`src/rtl/spi_ram_pkg.sv`:
```
// Shared types for the SPI command RAM: command opcodes and transmit-slot states.
package spi_ram_pkg;

    typedef enum logic [1:0] {
        LOAD_WADDR = 2'b00,
        WRITE      = 2'b01,
        LOAD_RADDR = 2'b10,
        READ       = 2'b11
    } opcode_e;

    typedef enum logic {
        TX_EMPTY = 1'b0,
        TX_FULL  = 1'b1
    } tx_state_e;

endpackage

```
`src/rtl/spi_ram_mem.sv`:
```
// Single-port synchronous word array with a registered, enable-gated read port.
// The read register only changes on re, so it doubles as the held transmit word.
module spi_ram_mem #(
    parameter int DATA_SIZE    = 8,
    parameter int ADDR_SIZE    = 8,
    parameter int MEM_DEPTH    = 256,
    parameter int CLEAR_ON_RST = 0
) (
    input  logic                 clk,
    input  logic                 rst,
    input  logic                 we,
    input  logic                 re,
    input  logic [ADDR_SIZE-1:0] addr,
    input  logic [DATA_SIZE-1:0] wdata,
    output logic [DATA_SIZE-1:0] rdata
);

    logic [DATA_SIZE-1:0] mem_q [MEM_DEPTH];
    logic [DATA_SIZE-1:0] rdata_q, rdata_d;

    always_comb begin
        rdata_d = rdata_q;
        if (re) rdata_d = mem_q[addr];
    end

    always_ff @(posedge clk) begin
        if (rst) begin
            rdata_q <= '0;
            if (CLEAR_ON_RST != 0) begin
                for (int i = 0; i < MEM_DEPTH; i++) mem_q[i] <= '0;
            end
        end else begin
            rdata_q <= rdata_d;
            if (we) mem_q[addr] <= wdata;
        end
    end

    assign rdata = rdata_q;

endmodule

```
`src/rtl/spi_ram_ctrl.sv`:
```
// Command-decoding RAM for the SPI slave: write/read pointers, one-entry
// transmit slot with valid/ready back-pressure, and a sticky error flag.
module spi_ram_ctrl
    import spi_ram_pkg::*;
#(
    parameter int DATA_SIZE    = 8,
    parameter int ADDR_SIZE    = 8,
    parameter int MEM_DEPTH    = 256,
    parameter int AUTO_INC     = 1,
    parameter int CLEAR_ON_RST = 0
) (
    input  logic                 clk,
    input  logic                 rst,
    input  logic                 rx_valid,
    input  logic [DATA_SIZE+1:0] din,
    input  logic                 tx_ready,
    output logic [DATA_SIZE-1:0] dout,
    output logic                 tx_valid,
    output logic                 err
);

    // One extra bit so MEM_DEPTH == 2**ADDR_SIZE still compares correctly.
    localparam logic [ADDR_SIZE:0]   DEPTH_W = (ADDR_SIZE+1)'(MEM_DEPTH);
    localparam logic [ADDR_SIZE-1:0] LAST    = ADDR_SIZE'(MEM_DEPTH - 1);

    tx_state_e            state_q, state_d;
    logic [ADDR_SIZE-1:0] waddr_q, waddr_d;
    logic [ADDR_SIZE-1:0] raddr_q, raddr_d;
    logic                 err_q, err_d;

    opcode_e              op;
    logic [DATA_SIZE-1:0] payload;
    logic [ADDR_SIZE-1:0] ld_addr;
    logic                 ld_ok;
    logic                 rd_ok;
    logic                 mem_we, mem_re;
    logic [ADDR_SIZE-1:0] mem_addr;

    function automatic logic [ADDR_SIZE-1:0] bump(input logic [ADDR_SIZE-1:0] p);
        if (AUTO_INC == 0) return p;
        return (p == LAST) ? '0 : p + 1'b1;
    endfunction

    always_comb begin
        op       = opcode_e'(din[DATA_SIZE+1:DATA_SIZE]);
        payload  = din[DATA_SIZE-1:0];
        ld_addr  = payload[ADDR_SIZE-1:0];
        ld_ok    = {1'b0, ld_addr} < DEPTH_W;
        // A full slot can take a new read only if the old word leaves this cycle.
        rd_ok    = rx_valid && (op == READ) && (state_q == TX_EMPTY || tx_ready);

        waddr_d  = waddr_q;
        raddr_d  = raddr_q;
        err_d    = err_q;
        state_d  = state_q;
        mem_we   = 1'b0;
        mem_re   = 1'b0;
        mem_addr = raddr_q;

        if (rx_valid) begin
            unique case (op)
                LOAD_WADDR: begin
                    if (ld_ok) waddr_d = ld_addr;
                    else       err_d   = 1'b1;
                end
                WRITE: begin
                    mem_we   = 1'b1;
                    mem_addr = waddr_q;
                    waddr_d  = bump(waddr_q);
                end
                LOAD_RADDR: begin
                    if (ld_ok) raddr_d = ld_addr;
                    else       err_d   = 1'b1;
                end
                READ: begin
                    if (rd_ok) begin
                        mem_re  = 1'b1;
                        raddr_d = bump(raddr_q);
                    end else begin
                        err_d = 1'b1;
                    end
                end
            endcase
        end

        unique case (state_q)
            TX_EMPTY: if (rd_ok) state_d = TX_FULL;
            TX_FULL:  if (tx_ready && !rd_ok) state_d = TX_EMPTY;
        endcase
    end

    always_ff @(posedge clk) begin
        if (rst) begin
            state_q <= TX_EMPTY;
            waddr_q <= '0;
            raddr_q <= '0;
            err_q   <= 1'b0;
        end else begin
            state_q <= state_d;
            waddr_q <= waddr_d;
            raddr_q <= raddr_d;
            err_q   <= err_d;
        end
    end

    spi_ram_mem #(
        .DATA_SIZE   (DATA_SIZE),
        .ADDR_SIZE   (ADDR_SIZE),
        .MEM_DEPTH   (MEM_DEPTH),
        .CLEAR_ON_RST(CLEAR_ON_RST)
    ) u_mem (
        .clk  (clk),
        .rst  (rst),
        .we   (mem_we),
        .re   (mem_re),
        .addr (mem_addr),
        .wdata(payload),
        .rdata(dout)
    );

    assign tx_valid = (state_q == TX_FULL);
    assign err      = err_q;

endmodule

```
`config.mk`:
```
export PLATFORM = sky130hd
export DESIGN_NAME = spi_ram_ctrl
export DESIGN_NICKNAME = d
export VERILOG_FILES = /design/src/rtl/spi_ram_pkg.sv /design/src/rtl/spi_ram_mem.sv /design/src/rtl/spi_ram_ctrl.sv
export SDC_FILE = /design/constraint.sdc
export NUM_CORES = 2
export LEC_CHECK = 0
export ABC_CLOCK_PERIOD_IN_PS = 3790
export CAP_MARGIN = 25
export CORE_MARGIN = 1
export CORE_UTILIZATION = 55
export DETAILED_ROUTE_END_ITERATION = 8
export GPL_TIMING_DRIVEN = 0
export HOLD_SLACK_MARGIN = 0.12
export PLACE_DENSITY_LB_ADDON = 0.05
export SYNTH_ARGS = -nofsm -noshare
export SYNTH_HDL_FRONTEND = slang
export SYNTH_HIERARCHICAL = 1
export SYNTH_SLANG_ARGS = --single-unit
```
`constraint.sdc`:
```
create_clock -name clk -period 3.79 [get_ports clk]
set_input_delay 0.758 -clock clk [delete_from_list [all_inputs] [get_ports clk]]
set_output_delay 0.758 -clock clk [all_outputs]
set_load 0.02 [all_outputs]
```
==> results.tsv <==
metric	value	unit
Starting Density	0.555	
kind of start point of the critical path	primary input	
failing checks	setup timing	
gr ovfl total	0	
via density per instance	7.30	
Cells after Synth	4068	
# IOs	24	
Post-synth EDFFs	2048	
# setup viols final	1181	
count of input and output buffers	23	
Fillers	9524	
Register Area	62000	um2
Post-DRT Antenna Nets	0	
Post-Syn Nets	4084	
outcome	finished, violations left	
headroom to the max-slew limit	0.130	
dpl ws	-4720	ps
final hold vios	0	
core area	148000	um2
largest net degree at the start of global routing	149	
register bit count reported by yosys	2074	
die width	388	um
Max clock buf depth	3	
commonest non-fill, non-tap cell in the layout	edfxtp_1	
RSZ-0062 raised after global routing	true	
initial antenna violation count	15	
Critical R2R Capture	u_mem/rdata[5]	
global-route wire length before repair	421	mm
Worst Path Required	4520	ps
power per cell area	514	nW/um2
P&R area growth vs syn	21.7	%
Worst-path clk slew	60	ps
clock sink total	2074	
Setup crit end	u_mem/rdata[5]	
library cells used by synthesis	87	
Worst Skew	33.6	ps
htree depth	4	
register area share after synthesis	0.756	
worst r2r path cells	13	
hold crit path type	in2reg	
Post-Layout Cell Count	6713	
layout cells sized above 1	0.346	
gpl congestion	1.04	
Setup Crit Path Kind	in2reg	
LEAKAGE	31.5	nW
total track usage	0.433	
DRC	0	
Root Driver	clkbuf_16	
minimum clock period	4170	ps
CP arrival	4890	ps
# nets final	4608	
drt wl/cell	48.5	um
most frequent cells in the layout	edfxtp_1, mux4_2, mux2i_1	
DR iter-0 viols	8363	
dpl cells	6096	
Routed WL	326	mm
site row count	141	
Mean Syn Cell Area	20.2	um2
r2r setup slk	-300	ps
final setup margin	-377	ps
CP Max Fanout	10	
Hold WS	360	ps
CTS tree	built	
ys async rst share	0	
Slew Viols, Final	0	
Cell Area, Synth	82000	um2
routed vias	49000	
vias in the first global route	45100	
dpl hpwl	208	mm
CTS hold repair buffers	0	
maxcap violations	0	
worst-margin pin slew	1300	ps
die area	151000	um2
TritonCTS Buffers	208	
Reg2Reg Launch Point	waddr_q[0]	
crit end category	flop	
Max VDD drop	0.450	mV
Tcrit/Tclk final	1.10	
multi-input logic area	20800	um2
Max Clk Rate	240	MHz
Worst setup startpoint	din[9]	
dominant synthesized flop cell	edfxtp_1	
clk_lat worst skew	850	ps
drt pass-1 iters	7	
Finished Core Util	0.675	
Synthesis Warnings	6	
die extent in y	388	um
==> synth_stat cells (all sizes together) (4+ instances only) <==
| cell type | count | share of area |
|---|---|---|
| nand4 | 14 | 0.0011 |
| a221oi | 12 | 0.0014 |
| mux2 | 33 | 0.0045 |
| and2 | 7 | 0.00053 |
| o21bai | 5 | 0.00046 |
| mux4 | 426 | 0.12 |
| o211ai | 14 | 0.0013 |
| a31oi | 12 | 0.00092 |
| a22oi | 38 | 0.0035 |
| clkbuf | 73 | 0.0035 |
| nor4 | 15 | 0.0014 |
| o311ai | 5 | 0.00053 |
| o21ai | 55 | 0.0034 |
| nand2 | 174 | 0.0080 |
| nand2b | 12 | 0.00092 |
| and3 | 12 | 0.00098 |
| dfxtp | 26 | 0.0063 |
| a211oi | 9 | 0.00088 |
| buf | 181 | 0.019 |
| a32oi | 34 | 0.0036 |
| inv | 13 | 0.00060 |
| edfxtp | 2048 | 0.75 |
| a2111oi | 5 | 0.00061 |
| nand4b | 4 | 0.00043 |
| o2111ai | 5 | 0.00053 |
| a21oi | 36 | 0.0022 |
| nor2 | 268 | 0.012 |
| o221ai | 14 | 0.0015 |
| nand3b | 5 | 0.00046 |
| o22a | 5 | 0.00053 |
| mux2i | 247 | 0.030 |
| o32ai | 4 | 0.00043 |
| a311oi | 8 | 0.00085 |
| a32o | 4 | 0.00049 |
| nor3 | 57 | 0.0035 |
| nor2b | 14 | 0.0011 |
| or4 | 4 | 0.00037 |
| nand3 | 55 | 0.0034 |
| o22ai | 75 | 0.0057 |
==> repair_timing <==
action / 4_1_cts / 5_1_grt
resized for setup: 931 / 214
gates cloned: 2 / 5
endpoints found under the hold margin: 0 / 0
pin swaps: 99 / 65
endpoints found under the setup margin: 2056 / 1942
buffers inserted: 120 / 87
==> final cells by class <==
| cell class | instances | area share |
|---|---|---|
| multi-input combinational | 1726 | 0.209 |
| clock buffer | 262 | 0.0551 |
| sequential | 2074 | 0.622 |
| timing repair buffer | 316 | 0.0403 |
| buffer | 253 | 0.0363 |
| tap | 1930 | 0.0242 |
| clock inverter | 128 | 0.0127 |
| inverter | 13 | 0.000602 |
| antenna | 11 | 0.000276 |
==> logic make-up after synthesis <==
kind of cell	count (synthesis)	synth area share
DFF	2074	0.756
muxes	706	0.153
and+or+nand+nor	656	0.0361
AOI/OAI and AO/OA	362	0.0315
buffers and inverters	268	0.0229
adders and majority gates	2	0.000305
==> critical path, cell delays in order <==
cell             delay (ps)
clkdlybuf4s15_2         250
nand3b_1                270
mux2_4                  290
buf_12                  200
buf_12                  220
buf_16                  250
buf_16                  180
buf_12                  240
mux2i_4                 310
o22ai_1                 130
nor4_2                  400
o211ai_1                210
o21ai_2                 360
nand4_1                 430
a21o_1                  300
==> power by group <==
| group | leakage, nW | switching [W] | internal, W |
|---|---|---|---|
| combinational | 9.62 | 0.00368 | 0.00168 |
| clock | 3.30 | 0.00881 | 0.0118 |
| sequential | 18.6 | 0.0000437 | 0.0252 |
| total | 31.5 | 0.0125 | 0.0387 |
==> metrics by stage <==
step	total power [W]	TNS [ps]	cell area [um2]
floorplan	0.0277	-11770	82100
global placement	0.0304	-	84700
detailed placement	0.0302	-7762260	85800
CTS	0.0508	-52190	97700
global route	0.0520	-22070	99800
finish	0.0513	-55440	99800
==> registers in the layout (all words and copies together), names as in the netlist <==
signal,count
u_mem/rdata,8
raddr_q,8
tx_valid,1
waddr_q,8
u_mem/mem_q,2048
err,1
==> worst min-delay path by stage <==
| stage | start | endpoint | depth (start not counted) |
|---|---|---|---|
| 6_report | din[5] | u_mem/mem_q[193][5] | 1 |
| 3_3_place_gp | err | err | 2 |
| 2_1_floorplan | waddr_q[7] | waddr_q[7] | 2 |
| 3_5_place_dp | err | err | 2 |
| 4_1_cts | din[5] | u_mem/mem_q[192][5] | 1 |
| 5_1_grt | din[5] | u_mem/mem_q[193][5] | 1 |
==> per-layer routing <==
layer	wire [um]	track usage
met1	111000	0.576
met4	26200	0.270
met5	71	0
met3	51600	0.173
met2	136000	0.599
Note: power is estimated with default switching activity, not from simulation.
